--- src/rtl/ecc_2bit_stream_rx_pkg.sv ---
// ============================================================================
// Module   : ecc_2bit_stream_rx_pkg
// Purpose  : Shared constants and helpers for the 2-bit ECC link
//            (codeword layout, decoder flag encodings, encoder function).
// Revision : 1.0 - initial release
// ============================================================================
`default_nettype none

package ecc_2bit_stream_rx_pkg;

  localparam int CODE_W = 6;
  localparam int DATA_W = 2;

  localparam logic [2:0] FLAG_OK     = 3'b001;
  localparam logic [2:0] FLAG_CORR   = 3'b010;
  localparam logic [2:0] FLAG_UNCORR = 3'b100;

  // Distance-4 code: {d1, d0, d1, d0, d1^d0, d1^d0}.
  // Codewords 000000 / 010111 / 101011 / 111100 differ pairwise in 4 bits,
  // so any single-bit error is correctable and any double error is detected.
  function automatic logic [CODE_W-1:0] ecc_encode_2bit(input logic [DATA_W-1:0] d);
    logic p;
    p = d[1] ^ d[0];
    return {d[1], d[0], d[1], d[0], p, p};
  endfunction

  // Number of set bits in a codeword-sized vector.
  function automatic logic [2:0] popcount6(input logic [CODE_W-1:0] v);
    logic [2:0] n;
    n = 3'd0;
    for (int i = 0; i < CODE_W; i++) begin
      n = n + {2'b00, v[i]};
    end
    return n;
  endfunction

endpackage

`default_nettype wire

--- src/rtl/ecc_2bit_stream_rx_decode.sv ---
// ============================================================================
// Module   : ecc_2bit_stream_rx_decode
// Purpose  : Combinational 2-bit ECC decoder. Returns the nearest data value
//            and a one-hot flag: OK (exact), CORR (1-bit error fixed) or
//            UNCORR (>=2 bit errors; raw code bits [5:4] are returned).
// Revision : 1.0 - initial release
// ============================================================================
`default_nettype none

module ecc_2bit_stream_rx_decode
  import ecc_2bit_stream_rx_pkg::*;
(
  input  logic [CODE_W-1:0] i_code,
  output logic [DATA_W-1:0] o_data,
  output logic [2:0]        o_flag
);

  logic [2:0] w_dist;

  // Minimum-distance search over the four codewords; at most one can be within 1.
  always_comb begin
    o_data = i_code[CODE_W-1 -: DATA_W];
    o_flag = FLAG_UNCORR;
    w_dist = 3'd0;
    for (int k = 0; k < 4; k++) begin
      w_dist = popcount6(i_code ^ ecc_encode_2bit(DATA_W'(k)));
      if (w_dist <= 3'd1) begin
        o_data = DATA_W'(k);
        o_flag = (w_dist == 3'd0) ? FLAG_OK : FLAG_CORR;
      end
    end
  end

endmodule

`default_nettype wire

--- src/rtl/ecc_2bit_stream_rx.sv ---
// ============================================================================
// Module   : ecc_2bit_stream_rx
// Purpose  : Receive side of the 2-bit ECC link. Decodes a valid/ready stream
//            of 6-bit codewords, packs SYMS corrected symbols per output word,
//            and keeps saturating error counters plus a sticky alarm.
// Revision : 1.0 - initial release
// ============================================================================
`default_nettype none

module ecc_2bit_stream_rx
  import ecc_2bit_stream_rx_pkg::*;
#(
  parameter int SYMS  = 4,
  parameter int CNT_W = 16
) (
  input  logic                clk,
  input  logic                rst,
  input  logic [CODE_W-1:0]   in_code,
  input  logic                in_valid,
  output logic                in_ready,
  output logic [2*SYMS-1:0]   out_data,
  output logic                out_valid,
  input  logic                out_ready,
  output logic                out_corrected,
  output logic                out_uncorr,
  input  logic                clr_counts,
  output logic [CNT_W-1:0]    corr_count,
  output logic [CNT_W-1:0]    uncorr_count,
  output logic                uncorr_alarm
);

  localparam int               IDX_W    = (SYMS > 2) ? $clog2(SYMS) : 1;
  localparam logic [IDX_W-1:0] LAST_IDX = IDX_W'(SYMS - 1);
  localparam logic [CNT_W-1:0] CNT_MAX  = '1;

  // Decoder ahead of S1
  logic [DATA_W-1:0] w_dec_data;
  logic [2:0]        w_dec_flag;
  logic              w_dec_corr;
  logic              w_dec_uncorr;

  ecc_2bit_stream_rx_decode u_decode (
    .i_code (in_code),
    .o_data (w_dec_data),
    .o_flag (w_dec_flag)
  );

  // Anything that is neither OK nor CORR is treated as uncorrectable.
  assign w_dec_corr   = (w_dec_flag == FLAG_CORR);
  assign w_dec_uncorr = (w_dec_flag != FLAG_OK) && (w_dec_flag != FLAG_CORR);

  // S1 stage
  logic              r_s1_valid;
  logic [DATA_W-1:0] r_s1_data;
  logic              r_s1_corr;
  logic              r_s1_uncorr;

  // Packer state
  logic [IDX_W-1:0]  r_sym_idx;
  logic [2*SYMS-1:0] r_acc;
  logic              r_acc_corr;
  logic              r_acc_uncorr;
  logic [2*SYMS-1:0] r_out_data;
  logic              r_out_valid;
  logic              r_out_corr;
  logic              r_out_uncorr;

  // Statistics
  logic [CNT_W-1:0]  r_corr_count;
  logic [CNT_W-1:0]  r_uncorr_count;
  logic              r_alarm;

  logic              w_accept;
  logic              w_last;
  logic              w_out_free;
  logic              w_s1_consume;
  logic [2*SYMS-1:0] w_sym_shifted;

  assign w_last        = (r_sym_idx == LAST_IDX);
  assign w_out_free    = !r_out_valid || out_ready;
  // Middle symbols always drain into acc; the closing symbol needs the out register.
  assign w_s1_consume  = r_s1_valid && (!w_last || w_out_free);
  // in_ready depends only on state and out_ready, never on in_valid.
  assign in_ready      = !r_s1_valid || w_s1_consume;
  assign w_accept      = in_valid && in_ready;
  assign w_sym_shifted = {{(2*SYMS-DATA_W){1'b0}}, r_s1_data} << {r_sym_idx, 1'b0};

  // S1 register: captures the decoded symbol on accept, empties when consumed.
  always_ff @(posedge clk or posedge rst) begin
    if (rst) begin
      r_s1_valid  <= 1'b0;
      r_s1_data   <= '0;
      r_s1_corr   <= 1'b0;
      r_s1_uncorr <= 1'b0;
    end else if (w_accept) begin
      r_s1_valid  <= 1'b1;
      r_s1_data   <= w_dec_data;
      r_s1_corr   <= w_dec_corr;
      r_s1_uncorr <= w_dec_uncorr;
    end else if (w_s1_consume) begin
      r_s1_valid  <= 1'b0;
    end
  end

  // Packer: accumulate symbols, hand a full word to the out register.
  always_ff @(posedge clk or posedge rst) begin
    if (rst) begin
      r_sym_idx    <= '0;
      r_acc        <= '0;
      r_acc_corr   <= 1'b0;
      r_acc_uncorr <= 1'b0;
      r_out_data   <= '0;
      r_out_valid  <= 1'b0;
      r_out_corr   <= 1'b0;
      r_out_uncorr <= 1'b0;
    end else if (w_s1_consume && w_last) begin
      r_out_data   <= r_acc | w_sym_shifted;
      r_out_corr   <= r_acc_corr | r_s1_corr;
      r_out_uncorr <= r_acc_uncorr | r_s1_uncorr;
      r_out_valid  <= 1'b1;
      r_acc        <= '0;
      r_acc_corr   <= 1'b0;
      r_acc_uncorr <= 1'b0;
      r_sym_idx    <= '0;
    end else begin
      if (w_s1_consume) begin
        r_acc        <= r_acc | w_sym_shifted;
        r_acc_corr   <= r_acc_corr | r_s1_corr;
        r_acc_uncorr <= r_acc_uncorr | r_s1_uncorr;
        r_sym_idx    <= r_sym_idx + IDX_W'(1);
      end
      if (r_out_valid && out_ready) begin
        r_out_valid <= 1'b0;
      end
    end
  end

  // Saturating error counters; clear beats a same-cycle increment.
  always_ff @(posedge clk or posedge rst) begin
    if (rst) begin
      r_corr_count   <= '0;
      r_uncorr_count <= '0;
    end else if (clr_counts) begin
      r_corr_count   <= '0;
      r_uncorr_count <= '0;
    end else if (w_accept) begin
      if (w_dec_corr && (r_corr_count != CNT_MAX)) begin
        r_corr_count <= r_corr_count + CNT_W'(1);
      end
      if (w_dec_uncorr && (r_uncorr_count != CNT_MAX)) begin
        r_uncorr_count <= r_uncorr_count + CNT_W'(1);
      end
    end
  end

  // Sticky alarm; a new uncorrectable symbol beats a same-cycle clear.
  always_ff @(posedge clk or posedge rst) begin
    if (rst) begin
      r_alarm <= 1'b0;
    end else if (w_accept && w_dec_uncorr) begin
      r_alarm <= 1'b1;
    end else if (clr_counts) begin
      r_alarm <= 1'b0;
    end
  end

  assign out_data      = r_out_data;
  assign out_valid     = r_out_valid;
  assign out_corrected = r_out_corr;
  assign out_uncorr    = r_out_uncorr;
  assign corr_count    = r_corr_count;
  assign uncorr_count  = r_uncorr_count;
  assign uncorr_alarm  = r_alarm;

endmodule

`default_nettype wire
--- config.mk ---
export PLATFORM = sky130hd
export DESIGN_NAME = ecc_2bit_stream_rx
export DESIGN_NICKNAME = d
export VERILOG_FILES = /design/src/rtl/ecc_2bit_stream_rx_pkg.sv /design/src/rtl/ecc_2bit_stream_rx_decode.sv /design/src/rtl/ecc_2bit_stream_rx.sv
export SDC_FILE = /design/constraint.sdc
export NUM_CORES = 1
export LEC_CHECK = 0
export ABC_AREA = 1
export BUFFER_PORTS_ARGS = -buffer_cell sky130_fd_sc_hd__buf_2
export CORE_AREA = 4 4 127 68
export DETAILED_ROUTE_END_ITERATION = 10
export DIE_AREA = 0 0 131 72
export GPL_TIMING_DRIVEN = 0
export PLACE_DENSITY = 0.86
export REMOVE_ABC_BUFFERS = 1
export SLEW_MARGIN = 15
export SYNTH_ARGS = -nofsm -noshare
export SYNTH_HDL_FRONTEND = slang
export SYNTH_SLANG_ARGS = --single-unit
export TNS_END_PERCENT = 30
--- constraint.sdc ---
create_clock -name clk -period 1.7 [get_ports clk]
set_clock_uncertainty 0.1 [all_clocks]
set_input_delay 0 -clock clk [delete_from_list [all_inputs] [get_ports clk]]
set_output_delay 0 -clock clk [all_outputs]
set_load 0.01 [all_outputs]
Word-level counts from Yosys, hierarchy flattened
Cells that the tools add are included.

storage, ports and cells
  register bits after elaboration = 61
  bits in latches = 0
  bits in writable memories = 0
  bits in read-only memories = 0
  output and inout port bits = 45
  memories kept = 0

operators by class
  add/sub/neg operators = 22
  multipliers = 0
  div/mod/pow operators = 0
  order comparisons = 4
  equality and inequality tests = 6
  shifts and indexed selects = 1
  multiplexer cells = 32
  bitwise operators = 6
  reductions and logical operators = 27

operators with widths
  operator                 count
  $mux W16                 6
  $add A3 B1 Y3            15
  $add A16 B1 Y16 const B  2
  $ne A16 B16 Y1 const B   2
  $mux W2                  10
  $mux W8                  2
  $reduce_bool A2 Y1       7
  $le A3 B1 Y1 const B     4
  $logic_not A3 Y1         4
  $mux W3                  4
  $not A4 Y4               3
  $mux W1                  10
  $logic_and A1 B1 Y1      8
  $or A8 B8 Y8             1
  $shl A2 B3 Y8            1
  $add A1 B1 Y2            3
  $reduce_and A2 Y1        2
  $add A2 B1 Y3            1
  $eq A3 B2 Y1 const B     1
  $logic_not A1 Y1         3
  $logic_or A1 B1 Y1       3
  $ne A3 B1 Y1 const B     1
  $ne A3 B2 Y1 const B     1
  $add A2 B1 Y2 const B    1
  other kinds (2)          3

Depth between registers and ports, before layout
Gate-level depths: netlist of run 1.

  word-level depth = 17
  mapped depth = 18
  mapped depth without buffers = 18

Cells and area by module
From an unflattened synthesis of run 1, not the netlist that was laid out.

unflattened totals
  cells, all modules = 525
  area, all modules = 3993.8 µm²

modules (own cells, without submodules)
  module                     instances  cells each  area an instance (µm²)  seq. area each (µm²)
  ecc_2bit_stream_rx         1          453         3472.1                  1526.5
  ecc_2bit_stream_rx_decode  1          72          521.8                   0.0

Worst setup path before layout of run 1
OpenSTA, ideal clock, no wires.

  path type = input port to flip-flop
  start point = in in_code[0]
  end point = reg r_uncorr_count[11] (netlist: uncorr_count[11])
  library setup time = 65 ps
  arrival = 2599 ps
  required time = 1535 ps
  slack = -1064 ps
  stages on the path = 15
  buffers on the path = 0
  path through = inv_1 ha_1 inv_1 fa_1 inv_1 fa_1 fa_1 nor2_1 inv_1 nand2_1 nor2_1 o21ai_2 o21ai_1 nand2_1 nand2_1

between the ends
  longest elaborated chain between the ends = 16
  elaborated cells on any way between the ends = 43

ends and longest elaborated chain
  what                                                                    RTL line                         text
  from (decl)                                                             ecc_2bit_stream_rx.sv:18         input logic [CODE_W-1:0] in_code,
  parallel branches: the longest is 10 deep, another holds $add A3 B1 Y3  --
  $mux W3 *                                                               ecc_2bit_stream_rx_decode.sv:27  if (w_dist <= 3'd1) begin
  $ne A3 B1 Y1 / $ne A3 B2 Y1 (equally long branches)                     ecc_2bit_stream_rx.sv:50         assign w_dec_uncorr = (w_dec_flag != FLAG_OK) && (w_dec_flag != FLAG_CORR);
  $logic_and A1 B1 Y1 *                                                   ecc_2bit_stream_rx.sv:50
  $logic_and A1 B1 Y1 *                                                   ecc_2bit_stream_rx.sv:150        if (w_dec_uncorr && (r_uncorr_count != CNT_MAX)) begin
  $reduce_bool A2 Y1 (no line) *                                          --
  $reduce_and A2 Y1 (no line) *                                           --
  to (signal assigned)                                                    ecc_2bit_stream_rx.sv:151        r_uncorr_count <= r_uncorr_count + CNT_W'(1);
  to (decl)                                                               ecc_2bit_stream_rx.sv:70         logic [CNT_W-1:0] r_uncorr_count;

Every way passes the cells marked *.
A chain may end at the register's enable or synchronous reset.

Worst setup path after layout of run 1
  start point = in in_code[0]
  end point = reg r_uncorr_count[14] (netlist: uncorr_count[14])

Same word-level chain as after synthesis.

==> flow_metrics.py, run 1 <==
metrics = {
    "logic_synthesis": {
        "synth_common_cells": "192 x sky130_fd_sc_hd__nand2_1, 70 x sky130_fd_sc_hd__inv_1, 61 x sky130_fd_sc_hd__dfrtp_1",
        "area_share_of_the_largest_cell_type_after_synthesis_pct": 39.84,
        "top_reg_cell_synth": "sky130_fd_sc_hd__dfrtp_1",
        "synth_enable_flop_cells": 0,
        "seq_area_frac_synth_pct": 39.84,
        "yosys_cell_types": 29,
        "post_synth_main_area_contributors": "sky130_fd_sc_hd__dfrtp_1 40%, sky130_fd_sc_hd__nand2_1 19%, sky130_fd_sc_hd__inv_1 6.9%, sky130_fd_sc_hd__fa_1 6.3%, sky130_fd_sc_hd__nand3_1 5.6%",
        "postSynthAreaPerCell_um2": 7.256,
        "postSynth.asyncResetShare_pct": 100.0,
        "post_synth_inst_count": 528,
        "yosys_warnings": 0,
        "synth.largest_area_cell": "sky130_fd_sc_hd__dfrtp_1",
        "synthesis.area_mm2": 0.003831,
        "postSynthRegisterBits": 61,
        "yosysMostFrequentCell": "sky130_fd_sc_hd__nand2_1",
    },
    "clocking": {
        "clkSlewWorstSetupHoldPaths_ns": 0.05,
        "cts_buffer_count": 9,
        "cts_sinks": 61,
        "clkLatencyLatePin_ns": 0.33,
        "root_buffer": "sky130_fd_sc_hd__clkbuf_16",
        "tritoncts": "built",
        "cts_htree_levels": 3,
        "cts.path.max_buffers": 2,
    },
    "sta": {
        "setup_viol": 37,
        "worst_hold_slack_ns": 0.06888,
        "rsz_0062_raised_after_global_routing": "yes",
        "tightestPinTransition_ns": 0.7715,
        "number_of_pins_exceeding_their_max_slew_limit_in_the_final_report": 0,
        "max_clock_freq_mhz": 384.2,
        "fin_setup_tns_ns": -30.93,
        "hold_vio_cnt_final": 0,
        "final.setup.worst_slack_ns": -0.9027,
        "slew_headroom_pct": 48.57,
        "min_period_ns": 2.603,
        "layout_worst_path_cycle_share_pct": 153.1,
    },
    "drt": {
        "num_vias": 3678,
        "post_detailed_route_wirelength_per_cell_um": 14.42,
        "finalWirelength_um": 10130,
        "number_of_remaining_drc_errors": 0,
        "first_pass_iters": 5,
        "final_antenna_net_count": 0,
        "vias_per_cell": 5.239,
        "first_iter_violations": 352,
    },
    "placement": {
        "dpl_cell_area_mm2": 0.004155,
        "place.detailed.instances": 670,
        "gp_routability_congestion": 0.8924,
        "worst_slack_at_placement_ns": -1.774,
        "detailedPlacementHpwl_um": 6715,
        "placement.io_buffers": 55,
    },
    "setup_path": {
        "critPathSlowestCell": "sky130_fd_sc_hd__fa_1",
        "req_time_crit_path_ns": 1.80,
        "setup.worst_path.start_class": "input port",
        "timing.critical_path.cells": "buf_8 -> inv_4 -> ha_4 -> inv_4 -> fa_1 -> inv_2 -> fa_2 -> fa_1 -> nor2_2 -> inv_2 -> nand2_4 -> nor2_4 -> o21ai_4 -> nand2_4 -> nand2_4 -> nand2_1 -> o21ai_0",
        "timing.setup.critical_path_class": "in2reg",
        "slowest_delay_ns": 0.55,
        "worstSetupEndpointType": "register",
        "crit_path_buf_inv_count": 5,
        "cp_common_cell": "sky130_fd_sc_hd__nand2_4",
        "cp_max_fo": 6,
        "worst-endpoint-arrival_ns": 2.70,
        "critPathTopFamily": "adder cells",
    },
    "global_routing": {
        "global_route_wire_length_before_repair_um": 17260,
        "grt.total_usage_pct": 23.01,
        "initial_antenna_violation_count": 0,
        "first_global_vias": 3650,
        "global_route.overflow_total": 0,
        "maximum_number_of_pins_on_one_net_before_global_route_repair": 62,
    },
    "floorplan": {
        "number_of_placed_i_o_pins": 56,
        "core_mm2": 0.007684,
        "start_util_pct": 49.86,
        "chipWidth_um": 131,
        "die-area_mm2": 0.009432,
        "floorplan.die.height_um": 72,
        "std_cell_rows": 23,
    },
    "power_and_ir_drop": {
        "power.ir.vdd_worst_v": 0.0007701,
        "powerDensity_mw_per_mm2": 1126,
        "power.leakage_nw": 2.527,
    },
    "cells_and_area": {
        "drive_above_1_share_pct": 24.92,
        "fillerInstances": 657,
        "final-instance-count-excl-fill": 702,
        "areaGrowthSynthToFinish_pct": 27.24,
        "design_area_mm2": 0.004875,
        "antennaDiodeCount": 0,
        "finalNetCount": 626,
    },
    "outcome": {
        "outcome": "finished, violations left",
        "violations_in_the_final_reports": "negative setup slack",
    },
    "flow_run": {
        "max_cap_viol_count": 0,
    },
    "hold_path": {
        "hp-class": "in2reg",
    },
}
-- worst reg2reg max path: stages (launching register included) --
cell and delay [ns]:
sky130_fd_sc_hd__dfrtp_1 0.41, sky130_fd_sc_hd__ha_4 0.21, sky130_fd_sc_hd__nand4_1 0.17, sky130_fd_sc_hd__nand2_2 0.27, sky130_fd_sc_hd__nand2_1 0.37, sky130_fd_sc_hd__nand2_4 0.27, sky130_fd_sc_hd__nand2_1 0.08, sky130_fd_sc_hd__o21ai_1 0.08
-- sequential cells by signal (all words and copies together), names as in the netlist --
signal and count:
r_acc_corr 1, r_s1_valid 1, out_valid 1, r_s1_corr 1, corr_count 16, uncorr_count 16, r_s1_uncorr 1, r_acc 8
r_s1_data 2, out_data 8, out_uncorr 1, out_corrected 1, r_sym_idx 2, r_acc_uncorr 1, uncorr_alarm 1
-- final cells by class --
type                            instances  area [µm²]  area share [%]
Timing Repair Buffer                   67       410.4           8.419
Inverter                               71       286.5           5.878
Sequential cell                        61        1528           31.34
Clock buffer                           10       229.0           4.697
Multi-Input combinational cell        388        2243           46.02
Clock inverter                          5       52.55           1.078
Tap cell                              100       125.1           2.567
-- per-stage QoR --
| stage | utilization [%] | power [mW] |
|---|---|---|
| 2_1_floorplan | - | 2.798 |
| 3_3_place_gp | 54.05 | 3.146 |
| 3_5_place_dp | 54.08 | 3.233 |
| 4_1_cts | 61.90 | 5.362 |
| 5_1_grt | 63.44 | 5.834 |
| 6_report | 63.44 | 5.491 |
-- cells in the final DEF (no fill, tap or decap), types with 9 or more instances in the layout --
cell type and n:
sky130_fd_sc_hd__xor2_1 10, sky130_fd_sc_hd__a21oi_1 11, sky130_fd_sc_hd__dfrtp_1 60, sky130_fd_sc_hd__inv_1 58, sky130_fd_sc_hd__buf_2 53, sky130_fd_sc_hd__nand3_1 43
sky130_fd_sc_hd__clkbuf_16 9, sky130_fd_sc_hd__fa_1 10, sky130_fd_sc_hd__nand2_1 166, sky130_fd_sc_hd__o21ai_0 13, sky130_fd_sc_hd__nand4_1 14, sky130_fd_sc_hd__nand2_4 10
sky130_fd_sc_hd__nor2_1 42, sky130_fd_sc_hd__nand2_2 23
-- final timing paths --
kind	startpoint	to	slack [ns]	depth (start not counted)
min reg2reg	out_data[6]	out_data[6]	0.37	2
max in group asynchronous	rst	r_sym_idx[1]	0.67	3
max	in_code[0]	uncorr_count[14]	-0.90	17
max reg2reg	r_sym_idx[0]	uncorr_count[6]	-0.34	7
min	in_code[4]	r_s1_data[0]	0.07	5
min in group asynchronous	rst	uncorr_count[0]	0.26	3
-- power by group --
part / leakage (nW) / internal (mW) / switching, mW / total [mW]
clock: 0.138 / 1.12 / 0.625 / 1.74
sequential: 0.822 / 1.73 / 0.155 / 1.88
combinational: 1.57 / 0.694 / 1.17 / 1.87
total: 2.53 / 3.54 / 1.95 / 5.49
-- cell families (layout without fill, tap and decap cells) --
logic type	Yosys count	count (layout)	synth area share, %
AND/OR/NAND/NOR	314	319	34.98
adder cells (fa/ha/maj)	17	17	7.903
flip-flops	61	61	39.84
AO/OA/AOI/OAI	40	40	5.519
XOR/XNOR	12	12	2.743
buffers and inverters	84	153	9.013
-- layer usage --
| layer | GRT usage (%) | up-vias | share of wire, % |
|---|---|---|---|
| met2 | 34.61 | 144 | 44 |
| li1 | - | 1791 | - |
| met3 | 5.882 | 19 | 8.0 |
| met5 | 0 | - | 0 |
| met4 | 6.043 | 0 | 1.6 |
| met1 | 33.27 | 1724 | 46 |
-- timing repair --
| action | 4_1_cts | 5_1_grt |
|---|---|---|
| endpoints found under the hold margin | 65 | 0 |
| setup endpoints to repair | 59 | 55 |
| pin swaps | 18 | 18 |
| setup buffers | 6 | 1 |
| hold buffers | 5 | 0 |
| gates cloned | 5 | 0 |
| resized for setup | 45 | 40 |
Note: power is estimated with default switching activity, not from simulation.
==> inputs of run 2 (changes only) <==
CELL_PAD_IN_SITES_DETAIL_PLACEMENT = 1   (was default)
CELL_PAD_IN_SITES_GLOBAL_PLACEMENT = 1   (was default)
CORE_AREA = 4 4 148 79   (was 4 4 127 68)
DIE_AREA = 0 0 152 83   (was 0 0 131 72)
==> flow_metrics.py, run 2 (synthesized netlist as in run 1, its figures left out) <==
metrics = {
    "outcome": {
        "outcome": "finished, violations left",
        "violations_in_the_final_reports": "negative setup slack",
    },
    "clocking": {
        "clkSlewWorstSetupHoldPaths_ns": 0.05,
        "tritoncts": "built",
        "cts_sinks": 61,
        "clkLatencyLatePin_ns": 0.33,
        "root_buffer": "sky130_fd_sc_hd__clkbuf_16",
        "cts.path.max_buffers": 2,
        "cts_htree_levels": 3,
        "cts_buffer_count": 9,
    },
    "floorplan": {
        "floorplan.die.height_um": 83,
        "start_util_pct": 36.35,
        "number_of_placed_i_o_pins": 56,
        "core_mm2": 0.01054,
        "die-area_mm2": 0.01262,
        "chipWidth_um": 152,
        "std_cell_rows": 27,
    },
    "power_and_ir_drop": {
        "total_power_mw": 5.832,
        "power.leakage_nw": 2.514,
        "powerDensity_mw_per_mm2": 1183,
        "power.ir.vdd_worst_v": 0.0006441,
    },
    "setup_path": {
        "worst-endpoint-arrival_ns": 2.68,
        "worstSetupEndpointType": "register",
        "req_time_crit_path_ns": 1.82,
        "setup.worst_path.start_class": "input port",
        "critPathSlowestCell": "sky130_fd_sc_hd__fa_1",
        "timing.critical_path.cells": "buf_8 -> inv_4 -> ha_4 -> inv_4 -> fa_1 -> inv_2 -> fa_2 -> fa_1 -> nor2_2 -> buf_4 -> nor2_1 -> nand2_1 -> nor2_2 -> nand2_2 -> inv_2 -> nand2_2 -> nand2_2 -> nor2_1",
        "cp_common_cell": "sky130_fd_sc_hd__nand2_2",
        "slowest_delay_ns": 0.53,
        "cp_max_fo": 3,
        "timing.setup.critical_path_class": "in2reg",
    },
    "sta": {
        "worst_hold_slack_ns": 0.01310,
        "min_period_ns": 2.557,
        "slew_headroom_pct": 44.70,
        "setup_viol": 50,
        "hold_vio_cnt_final": 0,
        "tightestPinTransition_ns": 0.8283,
        "rsz_0062_raised_after_global_routing": "yes",
        "max_clock_freq_mhz": 391.1,
        "final.setup.worst_slack_ns": -0.8571,
        "fin_setup_tns_ns": -30.17,
        "number_of_pins_exceeding_their_max_slew_limit_in_the_final_report": 0,
        "layout_worst_path_cycle_share_pct": 150.4,
    },
    "drt": {
        "vias_per_cell": 4.929,
        "final_antenna_net_count": 0,
        "post_detailed_route_wirelength_per_cell_um": 15.74,
        "first_iter_violations": 210,
        "finalWirelength_um": 11730,
        "num_vias": 3672,
        "number_of_remaining_drc_errors": 0,
        "first_pass_iters": 4,
    },
    "global_routing": {
        "global_route.overflow_total": 0,
        "initial_antenna_violation_count": 0,
        "first_global_vias": 4042,
        "grt.total_usage_pct": 19.37,
        "maximum_number_of_pins_on_one_net_before_global_route_repair": 58,
        "global_route_wire_length_before_repair_um": 20080,
    },
    "cells_and_area": {
        "most_common_library_cell_in_the_layout_ignoring_fill_and_taps": "sky130_fd_sc_hd__nand2_1",
        "antennaDiodeCount": 0,
        "final-instance-count-excl-fill": 745,
        "areaGrowthSynthToFinish_pct": 28.64,
        "mostFrequentLayoutCells": "177 x sky130_fd_sc_hd__nand2_1, 61 x sky130_fd_sc_hd__inv_1, 59 x sky130_fd_sc_hd__dfrtp_1",
        "finalNetCount": 623,
        "final_core_util_pct": 46.76,
        "drive_above_1_share_pct": 21.67,
        "design_area_mm2": 0.004928,
    },
    "placement": {
        "dpl_cell_area_mm2": 0.004239,
        "place.detailed.instances": 716,
        "gp_routability_congestion": 0.7944,
        "placement.io_buffers": 55,
        "detailedPlacementHpwl_um": 8341,
        "worst_slack_at_placement_ns": -1.840,
    },
    "hold_path": {
        "hp-class": "in2reg",
    },
    "flow_run": {
        "max_cap_viol_count": 0,
    },
}
==> run 2: cell types whose count changed in the layout (fill, tap and decap cells not counted), moves of 3 or more <==
cell,change
sky130_fd_sc_hd__buf_4,-3
sky130_fd_sc_hd__nand2_2,-8
sky130_fd_sc_hd__nand2_1,+11
sky130_fd_sc_hd__inv_1,+3
sky130_fd_sc_hd__nand2_4,-5
==> run 2: repair_timing <==
action / 4_1_cts / 5_1_grt
endpoints found under the setup margin: 59 / 58
pin swaps: 22 / 14
hold buffers: 5 / 0
gates resized for setup: 50 / 15
setup buffers: 4 / 0
cloned: 3 / 1
hold endpoints to repair: 64 / 0
==> run 2: worst max-delay path: cells and delay by family <==
| kind | cells | cell delay, ns |
|---|---|---|
| AND/OR/NAND/NOR | 8 | 0.62 |
| adder cells (fa/ha/maj) | 4 | 1.66 |
| buffers and inverters | 6 | 0.40 |
==> run 2: path summary, 6_finish.rpt <==
check / start / endpoint / slack, ns / depth (start not counted)
min in group asynchronous: rst / uncorr_count[5] / 0.57 / 4
max in group asynchronous: rst / r_sym_idx[0] / 0.41 / 5
max reg2reg: r_sym_idx[1] / corr_count[3] / -0.37 / 7
max: in_code[1] / uncorr_count[0] / -0.86 / 18
min reg2reg: out_data[0] / out_data[0] / 0.38 / 2
min: clr_counts / uncorr_count[1] / 0.01 / 2
==> run 2: cell type report <==
type	instances	area, µm²
clock buffer	10	229.0
inverter	71	281.5
timing repair buffer	65	406.6
sequential	61	1529
tap	145	181.4
fill	1339	5612
clock inverter	6	111.4
multi-input combinational	387	2190
==> run 2: layer usage <==
layer | global-route usage [%] | share of wire, %
met2 | 32.65 | 47
met3 | 5.310 | 5.1
met5 | 0 | 0
met4 | 3.507 | 0.61
met1 | 25.33 | 47
==> run 2: power breakdown <==
part,switching [mW],total [mW],internal [mW],leakage [nW]
Clock,0.682,2.11,1.43,0.163
Combinational,1.17,1.81,0.642,1.53
Sequential,0.176,1.90,1.73,0.821
Total,2.03,5.83,3.80,2.51
==> inputs of run 3 (changes only) <==
CORE_AREA = 2 2 146 77   (was 4 4 148 79)
DIE_AREA = 0 0 148 79   (was 0 0 152 83)
SKIP_CTS_REPAIR_TIMING = 1   (was default)
==> flow_metrics.py, run 3 (synthesized netlist as in run 1, its figures left out) <==
metrics = {
    "power_and_ir_drop": {
        "p_switching_mw": 2.050,
        "cell_internal_pwr_mw": 3.358,
        "power.leakage_nw": 2.508,
        "total_power_mw": 5.408,
        "switching_share_pct": 37.90,
        "sequential_group_share_of_total_power_pct": 35.0,
        "powerDensity_mw_per_mm2": 1109,
        "power.ir.vdd_worst_v": 0.0005138,
        "clockPowerShare_pct": 31.7,
        "comb_power_share_pct": 33.3,
    },
    "sta": {
        "tightestPinTransition_ns": 0.7779,
        "slew_headroom_pct": 48.06,
        "number_of_pins_exceeding_their_max_slew_limit_in_the_final_report": 0,
        "min_period_ns": 2.692,
        "setup_viol": 59,
        "rsz_0062_raised_after_global_routing": "yes",
        "worst_hold_slack_ns": -0.007681,
        "layout_worst_path_cycle_share_pct": 158.3,
        "final.setup.worst_slack_ns": -0.9919,
        "max_clock_freq_mhz": 371.5,
        "hold_vio_cnt_final": 6,
    },
    "global_routing": {
        "global_route.peak_usage_layer": "met2",
        "groute.layer.met3.usage_pct": 4.655,
        "grt.total_usage_pct": 20.56,
        "global_route_wire_length_before_repair_um": 18930,
        "first_global_vias": 3850,
        "initial_antenna_violation_count": 0,
        "global_route.usage.met2_pct": 33.10,
        "use_met1_pct": 28.40,
        "global_route.overflow_total": 0,
        "maximum_number_of_pins_on_one_net_before_global_route_repair": 57,
    },
    "floorplan": {
        "core_mm2": 0.01054,
        "number_of_placed_i_o_pins": 56,
        "die-area_mm2": 0.01169,
        "chipWidth_um": 148,
        "std_cell_rows": 27,
        "start_util_pct": 36.35,
        "floorplan.die.height_um": 79,
    },
    "setup_path": {
        "req_time_crit_path_ns": 1.82,
        "worst-endpoint-arrival_ns": 2.81,
        "reg2reg_setup_slack_ns": -0.53,
        "slowest_delay_ns": 0.55,
        "setup.worst_path.start_class": "input port",
        "critPathSlowestCell": "sky130_fd_sc_hd__fa_1",
        "cp_common_cell": "sky130_fd_sc_hd__nand2_4",
        "timing.setup.critical_path_class": "in2reg",
        "worstSetupEndpointType": "register",
        "cp_max_fo": 6,
        "timing.critical_path.cells": "buf_8 -> inv_4 -> ha_4 -> inv_4 -> fa_1 -> inv_2 -> fa_2 -> fa_1 -> nor2_2 -> inv_2 -> nand2_4 -> nor2_4 -> o21ai_4 -> nand2_4 -> nand2_8 -> nand2_4 -> o21ai_2",
    },
    "flow_run": {
        "max_cap_viol_count": 0,
    },
    "clocking": {
        "cts_sinks": 61,
        "clkLatencyLatePin_ns": 0.34,
        "cts.path.max_buffers": 2,
        "cts_buffer_count": 9,
        "tritoncts": "built",
        "clkSlewWorstSetupHoldPaths_ns": 0.05,
        "cts_htree_levels": 3,
        "root_buffer": "sky130_fd_sc_hd__clkbuf_16",
    },
    "drt": {
        "number_of_remaining_drc_errors": 0,
        "vias_per_cell": 5.021,
        "num_vias": 3746,
        "finalWirelength_um": 11760,
        "first_iter_violations": 204,
        "post_detailed_route_wirelength_per_cell_um": 15.77,
        "first_pass_iters": 4,
        "final_antenna_net_count": 0,
    },
    "cells_and_area": {
        "finalNetCount": 624,
        "areaGrowthSynthToFinish_pct": 27.34,
        "drive_above_1_share_pct": 23.79,
        "final_core_util_pct": 46.28,
        "most_common_library_cell_in_the_layout_ignoring_fill_and_taps": "sky130_fd_sc_hd__nand2_1",
        "mostFrequentLayoutCells": "169 x sky130_fd_sc_hd__nand2_1, 62 x sky130_fd_sc_hd__inv_1, 61 x sky130_fd_sc_hd__dfrtp_1",
        "antennaDiodeCount": 0,
    },
    "hold_path": {
        "hp-class": "in2reg",
    },
    "placement": {
        "placement.io_buffers": 55,
        "detailedPlacementHpwl_um": 8255,
        "gp_routability_congestion": 0.8371,
        "worst_slack_at_placement_ns": -1.844,
    },
    "outcome": {
        "violations_in_the_final_reports": "negative hold slack, negative setup slack",
        "outcome": "finished, violations left",
    },
}
[run 3: path summary, 6_finish.rpt]
path,startpoint,to,cells after the start
max,in_code[0],uncorr_count[5],17
min,in_valid,r_s1_valid,3
max reg2reg,r_sym_idx[1],uncorr_count[2],6
min reg2reg,out_data[1],out_data[1],2
max in group asynchronous,rst,corr_count[8],4
min in group asynchronous,rst,r_s1_data[0],3
[run 3: worst max-delay path: cells and delay by family]
family                   cells  cell delay (ns)
AND/OR/NAND/NOR              6             0.67
adder cells (fa/ha/maj)      4             1.70
AO/OA/AOI/OAI                2             0.14
buffers and inverters        5             0.29
[run 3: power by group through the flow]
| stage | clock (mW) | combinational, mW | sequential, mW |
|---|---|---|---|
| floorplan | 0 | 0.866 | 1.93 |
| finish | 1.71 | 1.80 | 1.89 |
| detailed placement | 0 | 1.40 | 1.92 |
| global route | 1.82 | 2.00 | 1.93 |
| global placement | 0 | 1.29 | 1.89 |
| CTS | 1.74 | 1.42 | 1.90 |
[run 3: area by class of cell]
class | count | area, µm²
fillers | 1333 | 5662
well taps | 145 | 181.4
inverters | 71 | 280.3
repair buffers | 67 | 425.4
clock buffers | 9 | 225.2
multi-input cells | 386 | 2188
flip-flops and latches | 61 | 1526
clock inverters | 7 | 51.30
[run 3: metal layers]
layer	up-vias	wire, µm
met4	0	140
li1	1788	-
met1	1858	5605
met3	13	576
met2	87	5439
met5	-	0
[run 3: through the flow]
| stage | area (µm²) | TNS (ns) | cells |
|---|---|---|---|
| finish | 4878 | -38.67 | 746 |
| global route | 4878 | -46.36 | 746 |
| CTS | 4516 | -65.39 | 732 |
| detailed placement | 4239 | -76.89 | 716 |
| global placement | 4209 | -116.95 | 715 |
| floorplan | 3752 | -43.42 | 515 |
